File: config.mk
export PLATFORM = sky130hd
export DESIGN_NAME = logic_axi4_lite_queue_flat
export DESIGN_NICKNAME = d
export VERILOG_FILES = /design/src/rtl/logic_axi4_lite_queue_if.sv /design/src/rtl/logic_axi4_lite_queue.sv /design/src/flat_wrapper.sv
export SDC_FILE = /design/constraint.sdc
export NUM_CORES = 1
export LEC_CHECK = 0
export BUFFER_PORTS_ARGS = -buffer_cell sky130_fd_sc_hd__buf_2
export CORE_UTILIZATION = 31
export DETAILED_ROUTE_END_ITERATION = 10
export GPL_TIMING_DRIVEN = 0
export SLEW_MARGIN = 20
export SYNTH_ARGS = -nofsm -noshare
export SYNTH_HDL_FRONTEND = slang
export SYNTH_SLANG_ARGS = --single-unit
File: constraint.sdc
create_clock -name aclk -period 5.5 [get_ports aclk]
set_input_delay 1.1 -clock aclk [delete_from_list [all_inputs] [get_ports aclk]]
set_output_delay 1.1 -clock aclk [all_outputs]
set_load 0.05 [all_outputs]
File: src/rtl/logic_axi4_lite_queue_if.sv
// AXI4-Lite bundle shared by both sides of the queue.
// Every channel uses the same handshake: a beat transfers on a rising aclk edge
// where valid and ready are both high; once valid is raised it stays high with a
// stable payload until that transfer, and valid never waits on ready.
interface logic_axi4_lite_if #(
    parameter int DATA_BYTES    = 4,
    parameter int ADDRESS_WIDTH = 1
);
    logic                       awvalid;
    logic                       awready;
    logic [ADDRESS_WIDTH-1:0]   awaddr;
    logic [2:0]                 awprot;

    logic                       wvalid;
    logic                       wready;
    logic [8*DATA_BYTES-1:0]    wdata;
    logic [DATA_BYTES-1:0]      wstrb;

    logic                       bvalid;
    logic                       bready;
    logic [1:0]                 bresp;

    logic                       arvalid;
    logic                       arready;
    logic [ADDRESS_WIDTH-1:0]   araddr;
    logic [2:0]                 arprot;

    logic                       rvalid;
    logic                       rready;
    logic [8*DATA_BYTES-1:0]    rdata;
    logic [1:0]                 rresp;

    // Seen from the component that receives requests (faces an upstream master).
    modport slave (
        input  awvalid, awaddr, awprot, output awready,
        input  wvalid, wdata, wstrb,    output wready,
        output bvalid, bresp,           input  bready,
        input  arvalid, araddr, arprot, output arready,
        output rvalid, rdata, rresp,    input  rready
    );

    // Seen from the component that issues requests (faces a downstream slave).
    modport master (
        output awvalid, awaddr, awprot, input  awready,
        output wvalid, wdata, wstrb,    input  wready,
        input  bvalid, bresp,           output bready,
        output arvalid, araddr, arprot, input  arready,
        input  rvalid, rdata, rresp,    output rready
    );
endinterface

File: src/rtl/logic_axi4_lite_queue.sv
// AXI4-Lite pipeline stage: one configurable queue per channel plus optional
// outstanding-transaction limiters on the write and read paths.

// One channel: DEPTH = 0 is a wire, DEPTH >= 1 is a first-word fall-through
// circular FIFO whose rx ready is a flop, so upstream ready never depends
// combinationally on downstream ready.
module logic_axi4_lite_queue_fifo #(
    parameter int WIDTH = 1,
    parameter int DEPTH = 2
) (
    input  logic             aclk,
    input  logic             areset,
    input  logic             rx_valid_i,
    output logic             rx_ready_o,
    input  logic [WIDTH-1:0] rx_data_i,
    output logic             tx_valid_o,
    input  logic             tx_ready_i,
    output logic [WIDTH-1:0] tx_data_o,
    output logic             empty_o
);
    if (DEPTH == 0) begin : g_pass
        logic unused_clk_rst;
        assign unused_clk_rst = aclk ^ areset;

        assign tx_valid_o = rx_valid_i;
        assign tx_data_o  = rx_data_i;
        assign rx_ready_o = tx_ready_i;
        assign empty_o    = 1'b1;
    end else begin : g_fifo
        localparam int PW = (DEPTH > 1) ? $clog2(DEPTH) : 1;
        localparam int LW = $clog2(DEPTH + 1);

        logic [WIDTH-1:0] mem_q [DEPTH];
        logic [PW-1:0]    wr_ptr_q, wr_ptr_d;
        logic [PW-1:0]    rd_ptr_q, rd_ptr_d;
        logic [LW-1:0]    level_q, level_d;
        logic             ready_q, ready_d;
        logic             push, pop;

        assign push       = rx_valid_i & ready_q;
        assign pop        = tx_valid_o & tx_ready_i;
        assign tx_valid_o = (level_q != '0);
        assign tx_data_o  = mem_q[rd_ptr_q];
        assign rx_ready_o = ready_q;
        assign empty_o    = (level_q == '0);

        // Next pointers, level and ready; pointers wrap at DEPTH-1 so any depth works.
        always_comb begin
            wr_ptr_d = wr_ptr_q;
            rd_ptr_d = rd_ptr_q;
            level_d  = level_q;
            if (push) begin
                wr_ptr_d = (wr_ptr_q == PW'(DEPTH - 1)) ? '0 : wr_ptr_q + PW'(1);
            end
            if (pop) begin
                rd_ptr_d = (rd_ptr_q == PW'(DEPTH - 1)) ? '0 : rd_ptr_q + PW'(1);
            end
            if (push && !pop) begin
                level_d = level_q + LW'(1);
            end else if (pop && !push) begin
                level_d = level_q - LW'(1);
            end
            // Ready tracks the level being entered, so a full FIFO is never offered a beat.
            ready_d = (level_d != LW'(DEPTH));
        end

        // Pointer, level and ready registers; ready stays low through reset.
        always_ff @(posedge aclk or posedge areset) begin
            if (areset) begin
                wr_ptr_q <= '0;
                rd_ptr_q <= '0;
                level_q  <= '0;
                ready_q  <= 1'b0;
            end else begin
                wr_ptr_q <= wr_ptr_d;
                rd_ptr_q <= rd_ptr_d;
                level_q  <= level_d;
                ready_q  <= ready_d;
            end
        end

        // Storage is cleared on reset so the idle payload is a known value.
        always_ff @(posedge aclk or posedge areset) begin
            if (areset) begin
                for (int i = 0; i < DEPTH; i++) begin
                    mem_q[i] <= '0;
                end
            end else if (push) begin
                mem_q[wr_ptr_q] <= rx_data_i;
            end
        end
    end
endmodule

// Top: five channel queues between the upstream and downstream AXI4-Lite ports.
module logic_axi4_lite_queue #(
    parameter int DATA_BYTES    = 4,
    parameter int ADDRESS_WIDTH = 1,
    parameter int AW_DEPTH      = 2,
    parameter int W_DEPTH       = 2,
    parameter int B_DEPTH       = 0,
    parameter int AR_DEPTH      = 2,
    parameter int R_DEPTH       = 0,
    parameter int MAX_WRITES    = 0,
    parameter int MAX_READS     = 0,
    localparam int CW = (MAX_WRITES > 0) ? $clog2(MAX_WRITES + 1) : 1,
    localparam int CR = (MAX_READS > 0) ? $clog2(MAX_READS + 1) : 1
) (
    input  logic                  aclk,
    input  logic                  areset,
    logic_axi4_lite_if.slave      slave,
    logic_axi4_lite_if.master     master,
    output logic [CW-1:0]         write_outstanding,
    output logic [CR-1:0]         read_outstanding,
    output logic                  idle
);
    localparam int DW  = 8 * DATA_BYTES;
    localparam int AXW = 3 + ADDRESS_WIDTH;
    localparam int WW  = DATA_BYTES + DW;
    localparam int RW  = 2 + DW;

    logic           aw_rx_ready, ar_rx_ready;
    logic           w_block, r_block;
    logic           aw_empty, w_empty, b_empty, ar_empty, r_empty;
    logic [AXW-1:0] aw_tx_data, ar_tx_data;
    logic [WW-1:0]  w_tx_data;
    logic [1:0]     b_tx_data;
    logic [RW-1:0]  r_tx_data;

    // The limiter blocks both sides of the slave AW/AR handshake, so a pass-through
    // channel never forwards a beat the slave side has not accepted.
    assign slave.awready = aw_rx_ready & ~w_block;
    assign slave.arready = ar_rx_ready & ~r_block;

    assign {master.awprot, master.awaddr} = aw_tx_data;
    assign {master.wstrb, master.wdata}   = w_tx_data;
    assign slave.bresp                    = b_tx_data;
    assign {master.arprot, master.araddr} = ar_tx_data;
    assign {slave.rresp, slave.rdata}     = r_tx_data;

    logic_axi4_lite_queue_fifo #(.WIDTH(AXW), .DEPTH(AW_DEPTH)) u_aw (
        .aclk       (aclk),
        .areset     (areset),
        .rx_valid_i (slave.awvalid & ~w_block),
        .rx_ready_o (aw_rx_ready),
        .rx_data_i  ({slave.awprot, slave.awaddr}),
        .tx_valid_o (master.awvalid),
        .tx_ready_i (master.awready),
        .tx_data_o  (aw_tx_data),
        .empty_o    (aw_empty)
    );

    logic_axi4_lite_queue_fifo #(.WIDTH(WW), .DEPTH(W_DEPTH)) u_w (
        .aclk       (aclk),
        .areset     (areset),
        .rx_valid_i (slave.wvalid),
        .rx_ready_o (slave.wready),
        .rx_data_i  ({slave.wstrb, slave.wdata}),
        .tx_valid_o (master.wvalid),
        .tx_ready_i (master.wready),
        .tx_data_o  (w_tx_data),
        .empty_o    (w_empty)
    );

    logic_axi4_lite_queue_fifo #(.WIDTH(2), .DEPTH(B_DEPTH)) u_b (
        .aclk       (aclk),
        .areset     (areset),
        .rx_valid_i (master.bvalid),
        .rx_ready_o (master.bready),
        .rx_data_i  (master.bresp),
        .tx_valid_o (slave.bvalid),
        .tx_ready_i (slave.bready),
        .tx_data_o  (b_tx_data),
        .empty_o    (b_empty)
    );

    logic_axi4_lite_queue_fifo #(.WIDTH(AXW), .DEPTH(AR_DEPTH)) u_ar (
        .aclk       (aclk),
        .areset     (areset),
        .rx_valid_i (slave.arvalid & ~r_block),
        .rx_ready_o (ar_rx_ready),
        .rx_data_i  ({slave.arprot, slave.araddr}),
        .tx_valid_o (master.arvalid),
        .tx_ready_i (master.arready),
        .tx_data_o  (ar_tx_data),
        .empty_o    (ar_empty)
    );

    logic_axi4_lite_queue_fifo #(.WIDTH(RW), .DEPTH(R_DEPTH)) u_r (
        .aclk       (aclk),
        .areset     (areset),
        .rx_valid_i (master.rvalid),
        .rx_ready_o (master.rready),
        .rx_data_i  ({master.rresp, master.rdata}),
        .tx_valid_o (slave.rvalid),
        .tx_ready_i (slave.rready),
        .tx_data_o  (r_tx_data),
        .empty_o    (r_empty)
    );

    if (MAX_WRITES > 0) begin : g_wr_limit
        logic [CW-1:0] cnt_q, cnt_d;
        logic          inc, dec;

        assign inc = slave.awvalid & slave.awready;
        assign dec = slave.bvalid & slave.bready;

        // Outstanding writes: +1 per accepted AW, -1 per returned B, held at 0 on underflow.
        always_comb begin
            cnt_d = cnt_q;
            if (inc && !dec) begin
                cnt_d = cnt_q + CW'(1);
            end else if (dec && !inc && cnt_q != '0) begin
                cnt_d = cnt_q - CW'(1);
            end
        end

        // Write counter register; a B with nothing outstanding is a protocol error.
        always_ff @(posedge aclk or posedge areset) begin
            if (areset) begin
                cnt_q <= '0;
            end else begin
                assert (!(dec && cnt_q == '0))
                    else $error("write response returned with no write outstanding");
                cnt_q <= cnt_d;
            end
        end

        assign w_block           = (cnt_q == CW'(MAX_WRITES));
        assign write_outstanding = cnt_q;
    end else begin : g_wr_free
        assign w_block           = 1'b0;
        assign write_outstanding = '0;
    end

    if (MAX_READS > 0) begin : g_rd_limit
        logic [CR-1:0] cnt_q, cnt_d;
        logic          inc, dec;

        assign inc = slave.arvalid & slave.arready;
        assign dec = slave.rvalid & slave.rready;

        // Outstanding reads: +1 per accepted AR, -1 per returned R, held at 0 on underflow.
        always_comb begin
            cnt_d = cnt_q;
            if (inc && !dec) begin
                cnt_d = cnt_q + CR'(1);
            end else if (dec && !inc && cnt_q != '0) begin
                cnt_d = cnt_q - CR'(1);
            end
        end

        // Read counter register; an R with nothing outstanding is a protocol error.
        always_ff @(posedge aclk or posedge areset) begin
            if (areset) begin
                cnt_q <= '0;
            end else begin
                assert (!(dec && cnt_q == '0))
                    else $error("read response returned with no read outstanding");
                cnt_q <= cnt_d;
            end
        end

        assign r_block          = (cnt_q == CR'(MAX_READS));
        assign read_outstanding = cnt_q;
    end else begin : g_rd_free
        assign r_block          = 1'b0;
        assign read_outstanding = '0;
    end

    assign idle = aw_empty & w_empty & b_empty & ar_empty & r_empty
                & (write_outstanding == '0) & (read_outstanding == '0);
endmodule
File: src/flat_wrapper.sv
// flat-port wrapper written by rule: the top's interface ports become plain ports
module logic_axi4_lite_queue_flat 
#(
    parameter int DATA_BYTES    = 4,
    parameter int ADDRESS_WIDTH = 1,
    parameter int AW_DEPTH      = 2,
    parameter int W_DEPTH       = 2,
    parameter int B_DEPTH       = 0,
    parameter int AR_DEPTH      = 2,
    parameter int R_DEPTH       = 0,
    parameter int MAX_WRITES    = 0,
    parameter int MAX_READS     = 0,
    localparam int CW = (MAX_WRITES > 0) ? $clog2(MAX_WRITES + 1) : 1,
    localparam int CR = (MAX_READS > 0) ? $clog2(MAX_READS + 1) : 1
)
  (aclk, areset, write_outstanding, read_outstanding, idle, slave_awvalid, slave_awaddr, slave_awprot, slave_awready, slave_wvalid, slave_wdata, slave_wstrb, slave_wready, slave_bvalid, slave_bresp, slave_bready, slave_arvalid, slave_araddr, slave_arprot, slave_arready, slave_rvalid, slave_rdata, slave_rresp, slave_rready, master_awvalid, master_awaddr, master_awprot, master_awready, master_wvalid, master_wdata, master_wstrb, master_wready, master_bvalid, master_bresp, master_bready, master_arvalid, master_araddr, master_arprot, master_arready, master_rvalid, master_rdata, master_rresp, master_rready);
  logic_axi4_lite_if #(.DATA_BYTES(DATA_BYTES), .ADDRESS_WIDTH(ADDRESS_WIDTH)) slave_i ();
  logic_axi4_lite_if #(.DATA_BYTES(DATA_BYTES), .ADDRESS_WIDTH(ADDRESS_WIDTH)) master_i ();
  input  logic aclk;
  input  logic areset;
  output logic [CW-1:0] write_outstanding;
  output logic [CR-1:0] read_outstanding;
  output logic idle;
  input wire logic [$bits(slave_i.awvalid)-1:0] slave_awvalid;
  input wire logic [$bits(slave_i.awaddr)-1:0] slave_awaddr;
  input wire logic [$bits(slave_i.awprot)-1:0] slave_awprot;
  output wire logic [$bits(slave_i.awready)-1:0] slave_awready;
  input wire logic [$bits(slave_i.wvalid)-1:0] slave_wvalid;
  input wire logic [$bits(slave_i.wdata)-1:0] slave_wdata;
  input wire logic [$bits(slave_i.wstrb)-1:0] slave_wstrb;
  output wire logic [$bits(slave_i.wready)-1:0] slave_wready;
  output wire logic [$bits(slave_i.bvalid)-1:0] slave_bvalid;
  output wire logic [$bits(slave_i.bresp)-1:0] slave_bresp;
  input wire logic [$bits(slave_i.bready)-1:0] slave_bready;
  input wire logic [$bits(slave_i.arvalid)-1:0] slave_arvalid;
  input wire logic [$bits(slave_i.araddr)-1:0] slave_araddr;
  input wire logic [$bits(slave_i.arprot)-1:0] slave_arprot;
  output wire logic [$bits(slave_i.arready)-1:0] slave_arready;
  output wire logic [$bits(slave_i.rvalid)-1:0] slave_rvalid;
  output wire logic [$bits(slave_i.rdata)-1:0] slave_rdata;
  output wire logic [$bits(slave_i.rresp)-1:0] slave_rresp;
  input wire logic [$bits(slave_i.rready)-1:0] slave_rready;
  output wire logic [$bits(master_i.awvalid)-1:0] master_awvalid;
  output wire logic [$bits(master_i.awaddr)-1:0] master_awaddr;
  output wire logic [$bits(master_i.awprot)-1:0] master_awprot;
  input wire logic [$bits(master_i.awready)-1:0] master_awready;
  output wire logic [$bits(master_i.wvalid)-1:0] master_wvalid;
  output wire logic [$bits(master_i.wdata)-1:0] master_wdata;
  output wire logic [$bits(master_i.wstrb)-1:0] master_wstrb;
  input wire logic [$bits(master_i.wready)-1:0] master_wready;
  input wire logic [$bits(master_i.bvalid)-1:0] master_bvalid;
  input wire logic [$bits(master_i.bresp)-1:0] master_bresp;
  output wire logic [$bits(master_i.bready)-1:0] master_bready;
  output wire logic [$bits(master_i.arvalid)-1:0] master_arvalid;
  output wire logic [$bits(master_i.araddr)-1:0] master_araddr;
  output wire logic [$bits(master_i.arprot)-1:0] master_arprot;
  input wire logic [$bits(master_i.arready)-1:0] master_arready;
  input wire logic [$bits(master_i.rvalid)-1:0] master_rvalid;
  input wire logic [$bits(master_i.rdata)-1:0] master_rdata;
  input wire logic [$bits(master_i.rresp)-1:0] master_rresp;
  output wire logic [$bits(master_i.rready)-1:0] master_rready;
  assign slave_i.awvalid = slave_awvalid;
  assign slave_i.awaddr = slave_awaddr;
  assign slave_i.awprot = slave_awprot;
  assign slave_awready = slave_i.awready;
  assign slave_i.wvalid = slave_wvalid;
  assign slave_i.wdata = slave_wdata;
  assign slave_i.wstrb = slave_wstrb;
  assign slave_wready = slave_i.wready;
  assign slave_bvalid = slave_i.bvalid;
  assign slave_bresp = slave_i.bresp;
  assign slave_i.bready = slave_bready;
  assign slave_i.arvalid = slave_arvalid;
  assign slave_i.araddr = slave_araddr;
  assign slave_i.arprot = slave_arprot;
  assign slave_arready = slave_i.arready;
  assign slave_rvalid = slave_i.rvalid;
  assign slave_rdata = slave_i.rdata;
  assign slave_rresp = slave_i.rresp;
  assign slave_i.rready = slave_rready;
  assign master_awvalid = master_i.awvalid;
  assign master_awaddr = master_i.awaddr;
  assign master_awprot = master_i.awprot;
  assign master_i.awready = master_awready;
  assign master_wvalid = master_i.wvalid;
  assign master_wdata = master_i.wdata;
  assign master_wstrb = master_i.wstrb;
  assign master_i.wready = master_wready;
  assign master_i.bvalid = master_bvalid;
  assign master_i.bresp = master_bresp;
  assign master_bready = master_i.bready;
  assign master_arvalid = master_i.arvalid;
  assign master_araddr = master_i.araddr;
  assign master_arprot = master_i.arprot;
  assign master_i.arready = master_arready;
  assign master_i.rvalid = master_rvalid;
  assign master_i.rdata = master_rdata;
  assign master_i.rresp = master_rresp;
  assign master_rready = master_i.rready;
  logic_axi4_lite_queue #(.DATA_BYTES(DATA_BYTES), .ADDRESS_WIDTH(ADDRESS_WIDTH), .AW_DEPTH(AW_DEPTH), .W_DEPTH(W_DEPTH), .B_DEPTH(B_DEPTH), .AR_DEPTH(AR_DEPTH), .R_DEPTH(R_DEPTH), .MAX_WRITES(MAX_WRITES), .MAX_READS(MAX_READS)) u_core (.aclk(aclk), .areset(areset), .slave(slave_i), .master(master_i), .write_outstanding(write_outstanding), .read_outstanding(read_outstanding), .idle(idle));
endmodule
==> flow_summary.toml <==
[placement]
buffer_ports.inserted = 142
dp_hpwl_um = 7640
post-place-ws_ns = 2.85
place_congestion = 0.657

[finish]
final_net_count = 614
drive_gt1_share_pct = 66.8
post_route_utilization_pct = 40.3
mostFrequentLayoutCells = "149 x buf_2, 103 x mux2_2, 103 x dfrtp_1"
num_antenna_cells = 0
area_growth_syn_to_layout_pct = 26.1
layout.cells.most_common = "buf_2"
nFillCells = 1553

[outcome]
run_status = "completed"

[clock_tree]
deepest_level_of_the_cts_h_tree = 3
tritoncts.num_buffers = 9
cts_tree = "yes"
postCtsResizedCells = 0
cts_setup_buffers = 0
clk_transition_reported_paths_ns = 0.07
ctsHoldBuffers = 0
cts-root-buf = "clkbuf_16"
clock_insertion_delay_at_the_later_pin_of_the_skew_report_ns = 0.35
clock_sinks = 103
ctsLongestPathBuffers = 2

[setup_path]
worstSetupStartpoint = "u_core.u_w.g_fifo.rd_ptr_q"
worstPathBufferInverterCount = 3
timing.critical_path.required_ns = 4.40
worst-setup-path-type = "reg -> out"
critical-path-top-cell-by-count = "buf_2"
critical_path_source_type = "register"
crit_path_max_incr_delay_ns = 0.38
end_kind = "primary output"
worst-path-max-fanout = 10
crit_path_leading_delay_family = "buffers and inverters"
timing.critical_path.arrival_ns = 1.88
critPathSlowestCell = "mux2_2"
r2r-start = "u_core.u_w.g_fifo.level_q[0]"
path_cells = "buf_2, buf_2, mux2_2, buf_2"

[min_path]
timing.hold.worst.class = "reg -> reg"
worst_hold_startpoint = "u_core.u_w.g_fifo.mem_q[22]"

[floorplan]
start_util_pct = 32.0
die_x_um = 130
area_of_the_placeable_core_mm2 = 0.0159
row_count = 46
count_of_pins_on_the_block_boundary = 185
die_y_um = 130
fp.dieArea_mm2 = 0.0170

[timing]
setup-violations-final = 0
timing_hold_violations_final = 0
grt_setup_unrepaired = "no"
fin_crit_share_pct = 54.2
finClkSkew_ns = 0.00901
setup-tns-final_ns = 0
finalMaxSlewViolations = 0
setup_ws_ns = 2.52
max_freq_ghz = 0.335
period_needed_ns = 2.98

[synthesis]
synth_cell_types = 27
postSynthRegisterBits = 103
yosysSeqAreaShare_pct = 50.6
synth-edff-count = 0
ys.flop_type = "dfrtp_1"
postSynth.asyncResetShare_pct = 100
synthCells = 364
synthesized_area_per_cell_um2 = 14.0
synthesis.yosys.warnings = 0
syn_area_mm2 = 0.00509

[global_routing]
global_route_wire_length_before_repair_um = 16600
grt_max_degree = 56
gr-total-overflow = 0
initial_antenna_violation_count = 0
grt_pass1_vias = 3298
grtUsageTotal_pct = 13.1

[drt]
drt_pass1_iterations = 5
detail_route.vias_per_cell = 4.38
via_count = 3244
drt-total-wl_um = 10700
antenna_left = 0
remaining_drc_errors = 0
post_drt_wl_per_cell_um = 14.5
detailedRoute.firstIterationViolations = 56

[pwr]
leakagePower_nw = 3.10
power.ir.vdd_worst_mv = 0.383
power.density_cell_area_mw_per_mm2 = 729

[job]
drv_cap = 0
## metal layers
metal  track usage (%)  part of all wire (%)  vias up
met5                 0                     0        -
met4              4.99                   1.4        0
met3              4.18                   6.1        9
met2              22.6                    51      111
met1              15.0                    42     1594
li1                  -                     -     1530
## per-stage QoR
step           std cells  hold slack (ns)  instance area [um^2]  power, mW
2_1_floorplan        365            0.468                  5100       3.52
3_5_place_dp         724            0.487                  6110       4.06
3_3_place_gp         723            0.480                  6080       3.98
5_1_grt              740            0.511                  6420       4.95
4_1_cts              740            0.502                  6420       4.75
6_report             740            0.499                  6420       4.68
## where the power goes
part | leakage [nW] | internal (mW) | total (mW) | switching (mW)
sequential | 1.21 | 1.15 | 1.35 | 0.204
combinational | 1.75 | 1.02 | 2.66 | 1.64
clock | 0.149 | 0.391 | 0.668 | 0.277
total | 3.10 | 2.56 | 4.68 | 2.12
## layout make-up
type,count,area (um^2),area share [%]
flip-flops and latches,103,2580,40.1
clock buffers,14,274,4.27
plain buffers,59,478,7.44
repair buffers,143,738,11.5
inverters,10,42.5,0.662
well taps,216,270,4.21
clock inverters,2,37.5,0.584
multi-input cells,193,2010,31.2
## registers in the layout, summed over array words and instances, names as in the netlist
name,flops
u_core.u_w.g_fifo.mem_q,72
u_core.u_ar.g_fifo.mem_q,8
u_core.u_aw.g_fifo.mem_q,8
u_core.u_ar.g_fifo.level_q,2
u_core.u_aw.g_fifo.level_q,2
u_core.u_w.g_fifo.level_q,2
u_core.u_ar.g_fifo.rd_ptr_q,1
u_core.u_ar.g_fifo.wr_ptr_q,1
u_core.u_ar.rx_ready_o,1
u_core.u_aw.g_fifo.rd_ptr_q,1
u_core.u_aw.g_fifo.wr_ptr_q,1
u_core.u_aw.rx_ready_o,1
u_core.u_w.g_fifo.rd_ptr_q,1
u_core.u_w.g_fifo.wr_ptr_q,1
u_core.u_w.rx_ready_o,1
## synthesized netlist by cell type (4+ instances only)
cell type | instances | area, um^2
a21oi_1 | 6 | 30.0
mux2_2 | 103 | 1160
buf_4 | 42 | 315
buf_6 | 4 | 45.0
mux2_4 | 29 | 435
o21ai_0 | 6 | 30.0
dfrtp_1 | 103 | 2580
xnor2_1 | 11 | 96.3
nor2_1 | 5 | 18.8
nand2_1 | 7 | 26.3
inv_1 | 10 | 37.5
buf_2 | 7 | 35.0
## cell families (layout without fill, tap and decap cells)
kind of cell	Yosys count	in the layout	share of synthesized area, %
other	1	2	0.0736
adder cells (fa/ha/maj)	3	3	0.737
AO/OA/AOI/OAI	18	18	2.14
multiplexers	132	132	31.3
flip-flops	103	103	50.6
AND/OR/NAND/NOR	27	27	3.14
XOR/XNOR	11	11	1.89
buffers and inverters	69	228	10.1
## path summary, 6_finish.rpt
| check | slack, ns | to | depth (start not counted) |
|---|---|---|---|
| max | 2.52 | master_wdata[15] | 4 |
| min | 0.50 | u_core.u_w.g_fifo.mem_q[22] | 1 |
| max reg2reg | 3.91 | u_core.u_w.rx_ready_o | 6 |
| min in group asynchronous | 0.78 | u_core.u_aw.g_fifo.mem_q[7] | 2 |
| max in group asynchronous | 4.09 | u_core.u_w.g_fifo.mem_q[26] | 3 |
| min reg2reg | 0.50 | u_core.u_w.g_fifo.mem_q[22] | 1 |
Power figures use the tool's default switching activity.
